[src/rtl/instr_encoder.sv]
// instr_encoder: packs RV32I field requests into instruction words and writes them to consecutive memory words
module instr_encoder #(
  parameter int ADDR_W = 8,
  parameter logic [31:0] BASE_ADDR = 32'h0
) (
  input  logic              clk_i,
  input  logic              rst_i,
  input  logic              req_valid_i,
  output logic              req_ready_o,
  input  logic [2:0]        kind_i,
  input  logic [6:0]        funct7_i,
  input  logic [2:0]        funct3_i,
  input  logic [4:0]        rd_i,
  input  logic [4:0]        rs1_i,
  input  logic [4:0]        rs2_i,
  input  logic [11:0]       imm_i,
  output logic              mem_we_o,
  output logic [31:0]       mem_addr_o,
  output logic [31:0]       mem_data_o,
  input  logic              mem_ack_i,
  output logic [ADDR_W:0]   count_o,
  output logic              full_o,
  output logic              err_o
);
  localparam logic [1:0] IDLE = 2'd0, WRITE = 2'd1, FULL = 2'd2;
  logic [1:0] state;
  logic [ADDR_W-1:0] idx;
  logic [31:0] enc;
  logic legal;
  always_comb begin
    legal = kind_i <= 3'd4;
    // imm_i carries offset[12:1] for branches, so offset bit k sits at imm_i[k-1]
    enc = kind_i == 3'd0 ? {funct7_i, rs2_i, rs1_i, funct3_i, rd_i, 7'b0110011} :
          kind_i == 3'd1 ? {imm_i, rs1_i, funct3_i, rd_i, 7'b0010011} :
          kind_i == 3'd2 ? {imm_i, rs1_i, funct3_i, rd_i, 7'b0000011} :
          kind_i == 3'd3 ? {imm_i[11:5], rs2_i, rs1_i, funct3_i, imm_i[4:0], 7'b0100011} :
                           {imm_i[11], imm_i[9:4], rs2_i, rs1_i, funct3_i, imm_i[3:0], imm_i[10], 7'b1100011};
  end
  assign req_ready_o = (state == IDLE) & ~rst_i;
  assign full_o = state == FULL;
  always_ff @(posedge clk_i) begin
    if (rst_i) begin
      state      <= IDLE;
      idx        <= '0;
      count_o    <= '0;
      mem_we_o   <= 1'b0;
      mem_addr_o <= BASE_ADDR;
      mem_data_o <= '0;
      err_o      <= 1'b0;
    end else if (state == IDLE) begin
      if (req_valid_i && legal) begin
        mem_data_o <= enc;
        mem_addr_o <= BASE_ADDR + {{(30-ADDR_W){1'b0}}, idx, 2'b00};
        mem_we_o   <= 1'b1;
        state      <= WRITE;
      end else if (req_valid_i) begin
        err_o <= 1'b1;
      end
    end else if (state == WRITE && mem_ack_i) begin
      mem_we_o <= 1'b0;
      count_o  <= count_o + 1'b1;
      idx      <= idx + 1'b1;
      state    <= &idx ? FULL : IDLE;
    end
  end
endmodule

[config.mk]
export PLATFORM = sky130hd
export DESIGN_NAME = instr_encoder
export DESIGN_NICKNAME = d
export VERILOG_FILES = /design/src/rtl/instr_encoder.sv
export SDC_FILE = /design/constraint.sdc
export NUM_CORES = 1
export LEC_CHECK = 0
export ABC_AREA = 1
export CAP_MARGIN = 20
export CORE_UTILIZATION = 42
export CTS_CLUSTER_SIZE = 20
export DETAILED_ROUTE_END_ITERATION = 8
export GPL_ROUTABILITY_DRIVEN = 0
export PLACE_DENSITY = 0.88
export SKIP_CTS_REPAIR_TIMING = 1
export SLEW_MARGIN = 20
export SYNTH_ARGS = -nofsm -noshare
export SYNTH_HDL_FRONTEND = slang
export SYNTH_SLANG_ARGS = --single-unit
[constraint.sdc]
create_clock -name clk_i -period 1.5 [get_ports clk_i]
set_input_delay 0.375 -clock clk_i [delete_from_list [all_inputs] [get_ports clk_i]]
set_output_delay 0.375 -clock clk_i [all_outputs]
set_load 0.02 [all_outputs]
==> results of run 1 <==
[state kept, by name, summed over array words and instances, names as in the netlist]
signal / cells
idx: 8
mem_addr_o: 8
state: 2
mem_data_o: 29
count_o: 9
err_o: 1
[cell families after synthesis]
kind of cell    Yosys count  share of synthesized area [%]
compound gates           86                          16.14
fa+ha+maj                 2                         0.9016
buf+inv                  84                          15.91
flops                    57                          41.12
other cells               1                         0.1351
simple gates            170                          25.79
[routing by layer]
metal | GRT usage, % | share of wire [%]
met1 | 21.55 | 39
met2 | 41.36 | 52
met3 | 6.561 | 6.6
met4 | 10.66 | 2.0
met5 | 0 | 0
[final timing paths]
check                     start             end  cells after the start
hold reg to reg   mem_data_o[4]   mem_data_o[4]                      2
setup / recovery       state[1]          full_o                      4
setup reg to reg       state[0]  mem_data_o[23]                      8
hold / removal    mem_data_o[4]   mem_data_o[4]                      2
[metrics by stage]
stage / setup slack [ps] / area, µm² / instances / TNS (ps)
after floorplan: 206.2 / 2869 / 425 / 0
after global placement: -483.6 / 3906 / 588 / -13620
after detailed placement: -474.7 / 3906 / 588 / -16860
after CTS: -479.4 / 4125 / 604 / -9898
after global routing: -29.38 / 4278 / 604 / -65.46
final: 29.85 / 4278 / 604 / 0
[layout by cell type (no fill, tap or decap), types with 3 or more instances in the layout]
cell type / Yosys / final
nor2_1: 73 / 71
nand2_1: 65 / 65
dfxtp_1: 57 / 56
dlymetal6s2s_1: 0 / 52
o21ai_0: 42 / 41
clkdlybuf4s50_1: 0 / 40
inv_1: 40 / 39
buf_4: 30 / 35
a21oi_1: 29 / 29
conb_1: 1 / 26
nand3_1: 20 / 19
clkbuf_8: 0 / 9
o21ai_1: 5 / 6
o22ai_1: 5 / 5
nor2_4: 3 / 4
nor3_1: 3 / 3
[cell type report]
class | count | area share [%]
well taps | 77 | 2.252
multi-input cells | 284 | 30.59
flip-flops and latches | 57 | 26.70
clock buffers | 9 | 2.896
repair buffers | 129 | 31.65
inverters | 41 | 3.685
clock inverters | 7 | 2.223
[power breakdown]
group | total [mW] | switching [mW] | internal, mW
logic | 0.876 | 0.479 | 0.397
clock network | 1.58 | 0.648 | 0.934
registers | 1.66 | 0.0484 | 1.61
[worst max-delay path, cell delays in order (launching register included)]
cell and delay (ps):
dfxtp_1 330, inv_2 40, buf_4 130, nor2_1 100
buf_4 160
==> results.yml, run 1 <==
sta:
  finalCriticalPeriod_ps: 1470
  setup_violations: 0
  final_max_slew_viol_count: 0
  hold_slack_ps: 459.0
  rsz0062_at_grt: "yes"
  fmax_mhz: 680.2
  final_hold_viol_count: 0
  clock_skew_ps: 11.80
  period_share_pct: 98.01
clocking:
  numClockSinks: 57
  insertion_delay_ps: 340
  clkSlewWorstSetupHoldPaths_ps: 70
  h-tree-depth: 3
  cts_root_buf: "clkbuf_8"
  cts_tree: "yes"
  cts_buffers: 9
  clk_path_buf_depth: 2
finish:
  nets: 568
  area_growth_syn_to_layout_pct: 54.15
  regArea_um2: 1142
  multi_input_area_um2: 1309
  fillCellCount: 500
  drive_above_1_share_pct: 12.71
  diodes: 0
  final_core_util_pct: 67.37
routing:
  wl_per_cell_um: 12.57
  dr.first_iter.drc_count: 110
  drc_errors: 0
  totalWireLength_um: 7590
  vias: 2965
  first_pass_iters: 4
  ant_nets: 0
  via_per_inst: 4.909
die:
  dieArea_um2: 6936
  initial_core_util_pct: 43.70
  fp-row-count: 29
  io_pins: 121
  fp.dieH_um: 83.29
  core_region_area_um2: 6350
  die_w_um: 83.29
synth:
  ys_ff_latch: 57
  avgSynthCellArea_um2: 6.938
  synthCells: 400
  synthArstFlopShare_pct: 0
  synth-seq-area-share_pct: 41.12
  synth_edf_count: 0
  ys_types: 28
  yosysWarningCount: 0
  syn_area_um2: 2775
  yosysTopAreaCellShare_pct: 41.12
  yosys-top-cells-count: "73 x nor2_1, 65 x nand2_1, 57 x dfxtp_1"
  synth_most_common_cell: "nor2_1"
  ys_top_cells_by_area: "dfxtp_1 41%, nor2_1 9.9%, nand2_1 8.8%, buf_4 8.1%, o21ai_0 7.6%"
  synth_ff_type: "dfxtp_1"
  synth_largest_area_cell: "dfxtp_1"
global_routing:
  grt.overflow.total: 0
  antenna_found_initial: 0
  grt_max_degree: 23
  grt_pass1_wl_um: 12340
  groute.usage.overall_pct: 21.91
  grt_pass1_vias: 2942
critical_path:
  endpoint_kind: "output port"
  r2r_slack_ps: 110
  arrival_ps: 1100
  required_ps: 1120
  cp-start-kind: "flip-flop"
  cp_max_fo: 3
  critical_path_class: "reg -> out"
job:
  max_cap_viol_count: 0
power:
  ir_worst_vdd_v: 0.0007421
  power_density_nw_per_um2: 962.2
  p_leak_nw: 2.610
  power_mw: 4.116
worst_hold_path:
  min_path_type: "reg -> reg"
placement:
  hpwl_um: 5523
  io_buffer_count: 94
run_status:
  status: "completed"
Note: power is estimated with default switching activity, not from simulation.
==> run 2: changes to the inputs <==
- GPL_TIMING_DRIVEN: default -> 0
==> results.yml, run 2 (same netlist as run 1, synthesis figures left out) <==
finish:
  final_common_cell: "nor2_1"
  drive_above_1_share_pct: 14.23
  final_area_um2: 4312
  mostFrequentLayoutCells: "72 x nor2_1, 65 x nand2_1, 56 x dfxtp_1"
  largest_reg_flops: 29
  fillCellCount: 504
  diodes: 0
  area_growth_syn_to_layout_pct: 55.37
  top_register: "mem_data_o"
  final_core_util_pct: 67.90
  nets: 582
  reg_top3: "mem_data_o x29, count_o x9"
clocking:
  numClockSinks: 57
  h-tree-depth: 3
  cts_buffers: 9
  insertion_delay_ps: 340
  cts_root_buf: "clkbuf_8"
  cts_tree: "yes"
  clkSlewWorstSetupHoldPaths_ps: 80
  clk_path_buf_depth: 2
routing:
  routed.top_layer: "met4"
  wl_per_cell_um: 12.35
  dr.first_iter.drc_count: 138
  ant_nets: 0
  via_per_inst: 4.837
  wl_met3_um: 712
  vias: 2989
  drc_errors: 0
  first_pass_iters: 5
  drt-met1-wl_um: 2972
  routed-wl-met2_um: 3789
  totalWireLength_um: 7632
die:
  die_w_um: 83.29
  fp.dieH_um: 83.29
  dieArea_um2: 6936
  core_region_area_um2: 6350
  fp-row-count: 29
  initial_core_util_pct: 43.70
  io_pins: 121
critical_path:
  arrival_ps: 1060
  cpPeakStageDelay_ps: 310
  cpMaxStageDelayCell: "dfxtp_1"
  crit_family: "flip-flops"
  critical_path_class: "reg -> out"
  crit_path_cell_trace: "inv_2 > nand2_1 > nor2_1 > buf_4"
  cp_max_fo: 5
  required_ps: 1120
  endpoint_kind: "output port"
  cp-start-kind: "flip-flop"
  crit_buf_inv: 2
sta:
  fmax_mhz: 695.2
  finalCriticalPeriod_ps: 1438
  final_max_slew_viol_count: 0
  setup_violations: 0
  rsz0062_at_grt: "yes"
  hold_slack_ps: 395.0
  final_hold_viol_count: 0
  clock_skew_ps: 7.706
  period_share_pct: 95.90
power:
  power_density_nw_per_um2: 939.6
  ir_worst_vdd_v: 0.0006556
  power_mw: 4.051
  p_leak_nw: 2.666
global_routing:
  grt_max_degree: 13
  antenna_found_initial: 0
  grt_pass1_wl_um: 12310
  groute.usage.overall_pct: 21.95
  grt.overflow.total: 0
  grt_pass1_vias: 2806
run_status:
  status: "completed"
placement:
  hpwl_um: 5535
  io_buffer_count: 94
  placed_area_um2: 3906
job:
  max_cap_viol_count: 0
worst_hold_path:
  min_path_type: "in -> reg"
==> run 2: metrics by stage <==
stage | instances | setup TNS, ps | worst slack [ps]
floorplan | 425 | 0 | 206.2
global placement | 596 | -17590 | -826.1
detailed placement | 596 | -18970 | -822.8
CTS | 612 | -12040 | -827.6
global route | 618 | -16.91 | -6.110
finish | 618 | 0 | 61.54
==> run 2: worst register-to-register path: stages, from the launching register on <==
cell     delay (ps)
dfxtp_2         340
inv_2            70
nand3_2         130
nor2_4          200
buf_4           210
nand2_1          70
nor2_1          130
nor2_1           60
==> run 2: cell type report <==
class | count | area (µm²) | share of cell area, %
clock inverter | 7 | 78.83 | 1.828
inverter | 41 | 153.9 | 3.569
buffer | 43 | 305.3 | 7.081
tap | 77 | 96.34 | 2.234
sequential | 57 | 1142 | 26.49
timing repair buffer | 100 | 1111 | 25.77
clock buffer | 9 | 123.9 | 2.873
multi-input combinational | 284 | 1300 | 30.15
==> run 2: path summary, 6_finish.rpt <==
kind,startpoint,endpoint,slack (ps),cells after the start
max,state[1],req_ready_o,60,4
min,rst_i,count_o[2],400,3
max reg2reg,state[0],mem_data_o[22],190,7
min reg2reg,mem_data_o[4],mem_data_o[4],460,2
==> run 2: routing by layer <==
layer / GRT usage (%) / vias up
met3: 8.449 / 22
li1: - / 1497
met1: 22.85 / 1336
met4: 9.404 / 0
met5: 0 / -
met2: 39.12 / 134
==> run 2: report_power, final <==
part	leakage [nW]	internal, mW	switching (mW)
Clock	0.0925	0.780	0.712
Combinational	2.11	0.413	0.485
Sequential	0.467	1.61	0.0516
Total	2.67	2.80	1.25
